==> config.mk <==
export PLATFORM = sky130hd
export DESIGN_NAME = dual_core_seq
export DESIGN_NICKNAME = d
export VERILOG_FILES = /design/src/rtl/dual_core_seq.sv
export SDC_FILE = /design/constraint.sdc
export NUM_CORES = 1
export LEC_CHECK = 0
export BUFFER_PORTS_ARGS = -buffer_cell sky130_fd_sc_hd__buf_2
export CAP_MARGIN = 20
export CORE_UTILIZATION = 58
export DETAILED_ROUTE_END_ITERATION = 8
export PLACE_DENSITY = 0.84
export SYNTH_ARGS = -nofsm -noshare
export SYNTH_HDL_FRONTEND = slang
export SYNTH_SLANG_ARGS = --single-unit
==> constraint.sdc <==
create_clock -name clk_i -period 6.8 [get_ports clk_i]
set_clock_uncertainty 0.15 [all_clocks]
set_input_delay 1.36 -clock clk_i [delete_from_list [all_inputs] [get_ports clk_i]]
set_output_delay 1.36 -clock clk_i [all_outputs]
set_load 0.1 [all_outputs]
==> src/rtl/dual_core_seq.sv <==
`default_nettype none
// ============================================================================
//  Module      : dual_core_seq
//  Description : Instruction sequencer for the two-core attention array.
//                Emits per-core 19-bit words for Q load, K load, execute,
//                drain, ofifo->pmem transfer and normalization.
//  Revision    : 1.0  initial release
// ============================================================================
module dual_core_seq #(
    parameter int COL   = 8,
    parameter int N_Q   = 8,
    parameter int DRAIN = 16
) (
    input  logic        clk_i,
    input  logic        rst_ni,
    input  logic        start_i,
    input  logic [1:0]  core_en_i,
    input  logic        hold_i,
    output logic [18:0] inst1_o,
    output logic [18:0] inst2_o,
    output logic        busy_o,
    output logic        done_o,
    output logic [2:0]  phase_o
);

    localparam int CNT_W = 8;

    localparam int B_EXT_RD   = 18;
    localparam int B_DIV      = 17;
    localparam int B_ACC      = 16;
    localparam int B_SUM      = 15;
    localparam int B_OFIFO_RD = 14;
    localparam int B_QK_RD    = 13;
    localparam int B_QK_WR    = 12;
    localparam int B_PMEM_RD  = 11;
    localparam int B_PMEM_WR  = 10;
    localparam int B_EXECUTE  = 9;
    localparam int B_LOAD     = 8;

    typedef enum logic [2:0] {
        S_IDLE  = 3'd0,
        S_QLOAD = 3'd1,
        S_KLOAD = 3'd2,
        S_EXEC  = 3'd3,
        S_DRAIN = 3'd4,
        S_OFIFO = 3'd5,
        S_NORM  = 3'd6,
        S_DONE  = 3'd7
    } state_e;

    // The _q position registers describe the word currently on the outputs.
    state_e             state_q, state_d;
    logic [CNT_W-1:0]   cnt_q,   cnt_d;
    logic [1:0]         sub_q,   sub_d;
    logic [1:0]         en_q,    en_d;
    logic               frozen_d;
    logic [18:0]        word_d;

    logic [18:0]        inst1_q, inst2_q;
    logic               busy_q,  done_q;
    logic [2:0]         phase_q;

    function automatic logic is_last(input logic [CNT_W-1:0] c, input int n);
        return c == CNT_W'(n - 1);
    endfunction

    always_comb begin
        state_d  = state_q;
        cnt_d    = cnt_q;
        sub_d    = sub_q;
        en_d     = en_q;
        frozen_d = 1'b0;
        unique case (state_q)
            S_IDLE: begin
                if (start_i) begin
                    en_d    = core_en_i;
                    cnt_d   = '0;
                    sub_d   = '0;
                    state_d = (core_en_i == 2'b00) ? S_DONE : S_QLOAD;
                end
            end
            S_DONE: state_d = S_IDLE;
            default: begin
                if (hold_i) begin
                    frozen_d = 1'b1;
                end else begin
                    unique case (state_q)
                        S_QLOAD: begin
                            if (is_last(cnt_q, N_Q)) begin
                                state_d = S_KLOAD;
                                cnt_d   = '0;
                            end else begin
                                cnt_d = cnt_q + 1'b1;
                            end
                        end
                        S_KLOAD: begin
                            if (is_last(cnt_q, COL)) begin
                                state_d = S_EXEC;
                                cnt_d   = '0;
                            end else begin
                                cnt_d = cnt_q + 1'b1;
                            end
                        end
                        S_EXEC: begin
                            if (is_last(cnt_q, N_Q)) begin
                                state_d = S_DRAIN;
                                cnt_d   = '0;
                            end else begin
                                cnt_d = cnt_q + 1'b1;
                            end
                        end
                        S_DRAIN: begin
                            if (is_last(cnt_q, DRAIN)) begin
                                state_d = S_OFIFO;
                                cnt_d   = '0;
                            end else begin
                                cnt_d = cnt_q + 1'b1;
                            end
                        end
                        S_OFIFO: begin
                            if (is_last(cnt_q, N_Q)) begin
                                state_d = S_NORM;
                                cnt_d   = '0;
                                sub_d   = '0;
                            end else begin
                                cnt_d = cnt_q + 1'b1;
                            end
                        end
                        S_NORM: begin
                            if (sub_q == 2'd3) begin
                                sub_d = '0;
                                if (is_last(cnt_q, N_Q)) begin
                                    state_d = S_DONE;
                                end else begin
                                    cnt_d = cnt_q + 1'b1;
                                end
                            end else begin
                                sub_d = sub_q + 1'b1;
                            end
                        end
                        default: state_d = S_IDLE;
                    endcase
                end
            end
        endcase
    end

    // Word for the position being entered; a held cycle shows all-zero.
    always_comb begin
        word_d = '0;
        unique case (state_d)
            S_QLOAD: begin
                word_d[B_QK_WR] = 1'b1;
                word_d[3:0]     = cnt_d[3:0];
            end
            S_KLOAD: begin
                word_d[B_LOAD]  = 1'b1;
                word_d[B_QK_RD] = 1'b1;
                word_d[3:0]     = 4'(N_Q) + cnt_d[3:0];
            end
            S_EXEC: begin
                word_d[B_EXECUTE] = 1'b1;
                word_d[B_QK_RD]   = 1'b1;
                word_d[3:0]       = cnt_d[3:0];
            end
            S_OFIFO: begin
                word_d[B_OFIFO_RD] = 1'b1;
                word_d[B_PMEM_WR]  = 1'b1;
                word_d[7:4]        = cnt_d[3:0];
            end
            S_NORM: begin
                unique case (sub_d)
                    2'd0: begin
                        word_d[B_PMEM_RD] = 1'b1;
                        word_d[7:4]       = cnt_d[3:0];
                    end
                    2'd1: begin
                        word_d[B_ACC] = 1'b1;
                        word_d[B_SUM] = 1'b1;
                    end
                    // Both peer FIFO reads must land in the same cycle.
                    2'd2: word_d[B_EXT_RD] = (en_d == 2'b11);
                    default: begin
                        word_d[B_DIV]     = 1'b1;
                        word_d[B_PMEM_WR] = 1'b1;
                        word_d[7:4]       = cnt_d[3:0];
                    end
                endcase
            end
            default: word_d = '0;
        endcase
        if (frozen_d) begin
            word_d = '0;
        end
    end

    always_ff @(posedge clk_i) begin
        if (!rst_ni) begin
            state_q <= S_IDLE;
            cnt_q   <= '0;
            sub_q   <= '0;
            en_q    <= '0;
            inst1_q <= '0;
            inst2_q <= '0;
            busy_q  <= 1'b0;
            done_q  <= 1'b0;
            phase_q <= 3'd0;
        end else begin
            state_q <= state_d;
            cnt_q   <= cnt_d;
            sub_q   <= sub_d;
            en_q    <= en_d;
            inst1_q <= en_d[0] ? word_d : '0;
            inst2_q <= en_d[1] ? word_d : '0;
            busy_q  <= (state_d != S_IDLE);
            done_q  <= (state_d == S_DONE);
            phase_q <= state_d;
        end
    end

    assign inst1_o = inst1_q;
    assign inst2_o = inst2_q;
    assign busy_o  = busy_q;
    assign done_o  = done_q;
    assign phase_o = phase_q;

endmodule
`default_nettype wire

After elaboration in Yosys (flattened, before gate mapping). Cells that the tools add are included.

Register bits after elaboration: 55. Output and inout bits: 43. Input bits: 6. Word-level logic and storage cells: 96.

Bitwise gates (word level): 1. Reduce and logical (&&, ||, !) cells: 14. Add/subtract/negate cells: 3. Equal/unequal tests: 23. Mux-type cells: 46.

Operators with widths (count): two-way mux 8 bit (6); two-way mux 3 bit (10); case mux 8 bit (3 select lines) (1); equality test 3 bit (second input constant) (7); two-way mux 19 bit (1); case mux 3 bit (6 select lines) (1); case mux 4 bit (2 select lines) (2); case mux 8 bit (2 select lines) (1); two-way mux 2 bit (7); equality test 3 x 2 -> 1 bit (second input constant) (4); two-way mux 1 bit (11); adder 8 x 1 -> 8 bit (second input constant) (1); equality test 8 x 3 -> 1 bit (second input constant) (1); equality test 8 x 4 -> 1 bit (second input constant) (1); two-way mux 4 bit (2); case mux 2 bit (2 select lines) (2); OR reduction 2 bit (4); equality test 2 bit (second input constant) (3); equality test 3 x 1 -> 1 bit (second input constant) (2); inequality test 3 x 2 -> 1 bit (second input constant) (2); case mux 3 bit (2 select lines) (1); AND reduction 6 bit (1); adder 4 bit (first input constant) (1); zero test 2 bit (2); other kinds (12) (13).

Longest topological paths before layout.
Word-level depth: 10. Depth in mapped cells: 11. Depth with buffers taken out: 10.

Worst setup path before layout. No wires, ideal clock.

Path kind: input port to flip-flop. From: input port hold_i. To: register inst1_q[6] (netlist: inst1_o[6]). Cell stages on the path: 8. Required time: 6.518 ns. Library setup time: 0.132 ns. Arrival time: 2.859 ns. Slack: 3.659 ns. Path buffers: 1. Cell sequence: clkbuf_2 nand3b_1 nor3_1 o21ai_0 a31oi_1 ha_1 a21oi_2 nor2_1.

Longest elaborated chain between the ends: 7. Elaborated cells between the ends (all ways): 16. Classes of those cells: eq/ne: 4; mux: 11; reduce/logical: 1.

RTL lines: start, declared (RTL line 18) `input logic hold_i,`; two-way mux 2 bit * (RTL line 84) `if (hold_i) begin`; case mux 2 bit (2 select lines) * (RTL line 73) `unique case (state_q)`; via sub_d[0] (RTL line 54) `logic [1:0] sub_q, sub_d;`; equality test 2 bit or equality test 2 x 1 -> 1 bit (tied branches) (RTL line 172) `unique case (sub_d)`; OR reduction 2 bit (no line) *; two-way mux 4 bit * (RTL line 172); case mux 4 bit (2 select lines) * (RTL line 151) `unique case (state_d)`; two-way mux 19 bit * (RTL line 192) `if (frozen_d) begin`; end signal, assigned (RTL line 213) `inst1_q <= en_d[0] ? word_d : '0;`; end, declared (RTL line 59) `logic [18:0] inst1_q, inst2_q;`.

Mark *: on every way through the listed nets, which the timed path passes. The rest lies on a longest branch. The select of a mux whose other input is x is not followed. A chain may end at the register's enable or synchronous reset.

Final worst setup path.
From: register phase_q[0] (netlist: phase_o[0]). To: output port phase_o[0].

RTL lines: start, declared (RTL line 61) `logic [2:0] phase_q;`; start signal, assigned (RTL line 217) `phase_q <= state_d;`; end, declared (RTL line 23) `output logic [2:0] phase_o`.

No word-level cell between the ends.

==> results by group <==
Setup path
  • Worst r2r src: cnt_q[0]$_SDFF_PN0_
  • Critical Path RT: 5.29 ns
  • Critical path cell sequence: buf_2
  • WP buf/inv: 1
  • Slowest stage delay, CP: ~0.75 ns
  • Worst path top cell family by delay: flip-flops
  • Reg2Reg Depth: 10
  • Worst Setup End Kind: output pin
  • Slowest stage cell, crit path: dfxtp_1
  • CP max FO: 21
  • Startpoint class of the critical path: flip-flop
  • Critical path arrival: 1.60 ns
  • Setup slack, reg-to-reg: ~3.8 ns
  • WS Path Type: reg2out
  • Worst reg2reg path endpoint: inst2_o[0]$_SDFF_PN0_

Detailed routing
  • Initial DRC count: 120
  • Post-route ant nets: 0
  • Number of remaining DRC errors: 0
  • Drt first pass iters: 4
  • Wirelength per Cell: 14.8 µm
  • WL final: 5130 µm
  • Via density: 5.73
  • Via count: 1,981

Timing
  • Max-slew violations: 0
  • Hold slack: 0.377 ns
  • Final setup vio count: 0
  • Total negative setup slack: 0 ns
  • Period Utilization, post-route: 0.457
  • Slew Limit Headroom: 0.539
  • Worst setup margin: 3.69 ns
  • Unrepaired setup endpoints after global routing: false
  • Fin crit period: 3.11 ns
  • Tightest Pin Transition: a little under 0.7 ns
  • Achievable Freq: between 0.3 and 0.4 GHz
  • Endpoints failing hold: 0

Clock tree
  • CTS root buf: clkbuf_8
  • # Post-CTS Setup Buffers: 0
  • Reg clk slew, reported paths: 0.09 ns
  • CTS tree: done
  • Resized cells post-CTS: 0
  • Post-CTS Hold Buffers: 0
  • Num CTS Buffers: 5
  • Clk sinks: 53
  • Clock latency on the worst-skew pair: roughly 0.3 ns
  • H-tree depth: 2
  • Clock buffer depth: 2

Layout
  • Final #Nets: 310
  • Final Cell Area: between 2000 and 3000 µm²
  • Number of diodes: 0
  • Share of layout cells above drive strength 1: 0.272
  • P&R area growth vs syn: 15.3%
  • Multi-input gate area: roughly 1200 µm²
  • Register area: between 1000 and 1500 µm²
  • Most frequent cells in the layout: 53 x dfxtp_1, 48 x buf_2, 40 x nor2_1
  • Most common cell after layout, fill and taps aside: dfxtp_1
  • Fill cells: 295

Die
  • Num rows: 22
  • Die Y: 65.9 µm
  • Io pins: 49
  • Initial core utilization: 0.624
  • Placeable Area: 3800 µm²
  • Die footprint: 4340 µm²
  • Die width: 65.9 µm

Power and ir drop
  • Tot Pwr: a little under 0.7 mW
  • P per Cell Area: ~250 nW/µm²
  • Pleak: 1.13 nW
  • Max IR drop VDD: 0.181 mV

Global routing
  • Antenna violations before repair: 0
  • GRT Total Usage: 0.260
  • Global-route wire length before repair: 8530 µm
  • Number of global-route vias before repair: 1,792
  • Total grt overflow: 0
  • Pin count of the biggest net entering global routing: 22

Logic synthesis
  • Mapped Area: approximately 2400 µm²
  • Synth top area cells: dfxtp_1 45%, nor2_1 6.3%, ha_1 3.7%, nand3_1 3.0%, nand2_1 2.9%
  • Net Count, Synth: ~270
  • Register area share after synthesis: 0.448
  • Area leader, netlist: dfxtp_1
  • Area share of the largest cell type after synthesis: 0.448
  • Synth Area per Inst: 9.40 µm²
  • Main synth FF type: dfxtp_1
  • Synth warn: 0
  • Mapped Cells: roughly 250
  • Netlist cell types: 60
  • EDFF count, synth: 0
  • Synth Register Bits: 53
  • Post-synth ARST share: 0

Min path
  • Hold Crit Start: en_q[0]$_SDFF_PN0_
  • Hold Path Sink: inst2_o[18]$_SDFF_PN0_
  • WHS Path Cells: 1
  • Min-delay worst type: reg2reg

Place
  • GPL Wtd Cong: about 0.9
  • # port buffers: 48
  • Dpl cell area: 2610 µm²
  • Post-DP HPWL: 3780 µm
  • DP Worst Slack: 3.45 ns

Flow run
  • Number of max-cap violations: 0

Outcome
  • Status: finished, final reports clean
==> through the flow <==
step	utilization	std cells
after global placement	0.687	338
after floorplan	-	252
after detailed placement	0.687	338
final	0.719	346
after global routing	0.719	346
after CTS	0.719	346
==> flip-flops by register name, summed over array words and instances (netlist names) <==
name	cells
busy_o	1
cnt_q	8
done_o	1
en_q	2
inst1_o	18
inst2_o	18
phase_o	3
sub_q	2
==> worst max-delay path by stage <==
| stage | start | to | slack [ns] | cells past startpoint |
|---|---|---|---|---|
| after floorplan | hold_i | inst1_o[6]$_SDFF_PN0_ | 3.66 | 8 |
| after global placement | start_i | inst2_o[7]$_SDFF_PN0_ | 3.46 | 7 |
| after detailed placement | hold_i | inst1_o[6]$_SDFF_PN0_ | 3.45 | 8 |
| after CTS | phase_o[0]$_SDFF_PN0_ | phase_o[0] | 3.69 | 1 |
| after global routing | phase_o[0]$_SDFF_PN0_ | inst1_o[6]$_SDFF_PN0_ | 3.54 | 8 |
| final | phase_o[0]$_SDFF_PN0_ | phase_o[0] | 3.69 | 1 |
==> synth_stat cells (2+ instances only) <==
cell / count
a211oi_2: 2
a21oi_1: 5
a21oi_2: 4
a2bb2oi_1: 2
a31oi_1: 4
and2_1: 6
and4_1: 2
buf_2: 4
buf_4: 4
dfxtp_1: 53
ha_1: 7
inv_1: 8
mux2i_1: 2
nand2_1: 18
nand2b_1: 6
nand3_1: 14
nand3b_1: 2
nand4_1: 2
nor2_1: 40
nor2b_1: 4
nor3_1: 8
nor3_2: 2
nor3b_1: 2
nor3b_2: 2
o211ai_1: 3
o21ai_0: 7
o21bai_1: 3
xnor2_1: 4
==> final cells by class <==
cell class                      count  share of cell area
Clock inverter                      2              0.0137
Timing Repair Buffer               48              0.0880
Multi-Input combinational cell    180               0.445
Inverter                            9              0.0124
Sequential cell                    53               0.389
Clock buffer                        6              0.0302
Tap cell                           48              0.0220
==> power by group <==
group	internal [mW]	total [mW]	switching, mW
Sequential	0.317	0.330	0.0127
Clock	0.120	0.215	0.0957
Combinational	0.0323	0.131	0.0985
==> routing by layer <==
layer,vias to the layer above,routed length (µm),GRT usage
met1,893,2250,0.346
li1,979,-,-
met5,-,0,0
met2,99,2290,0.408
met4,0,89,0.0870
met3,10,496,0.0655
==> cells by family (layout without fill, tap and decap cells) <==
logic type,Yosys count,after routing,synth area share
buffers and inverters,19,65,0.0391
AND/OR/NAND/NOR,120,120,0.272
adder cells (fa/ha/maj),7,7,0.0370
flip-flops,53,53,0.448
multiplexers,2,2,0.00845
XOR/XNOR,4,4,0.0148
AO/OA/AOI/OAI,47,47,0.181
Note: power is estimated with default switching activity, not from simulation.
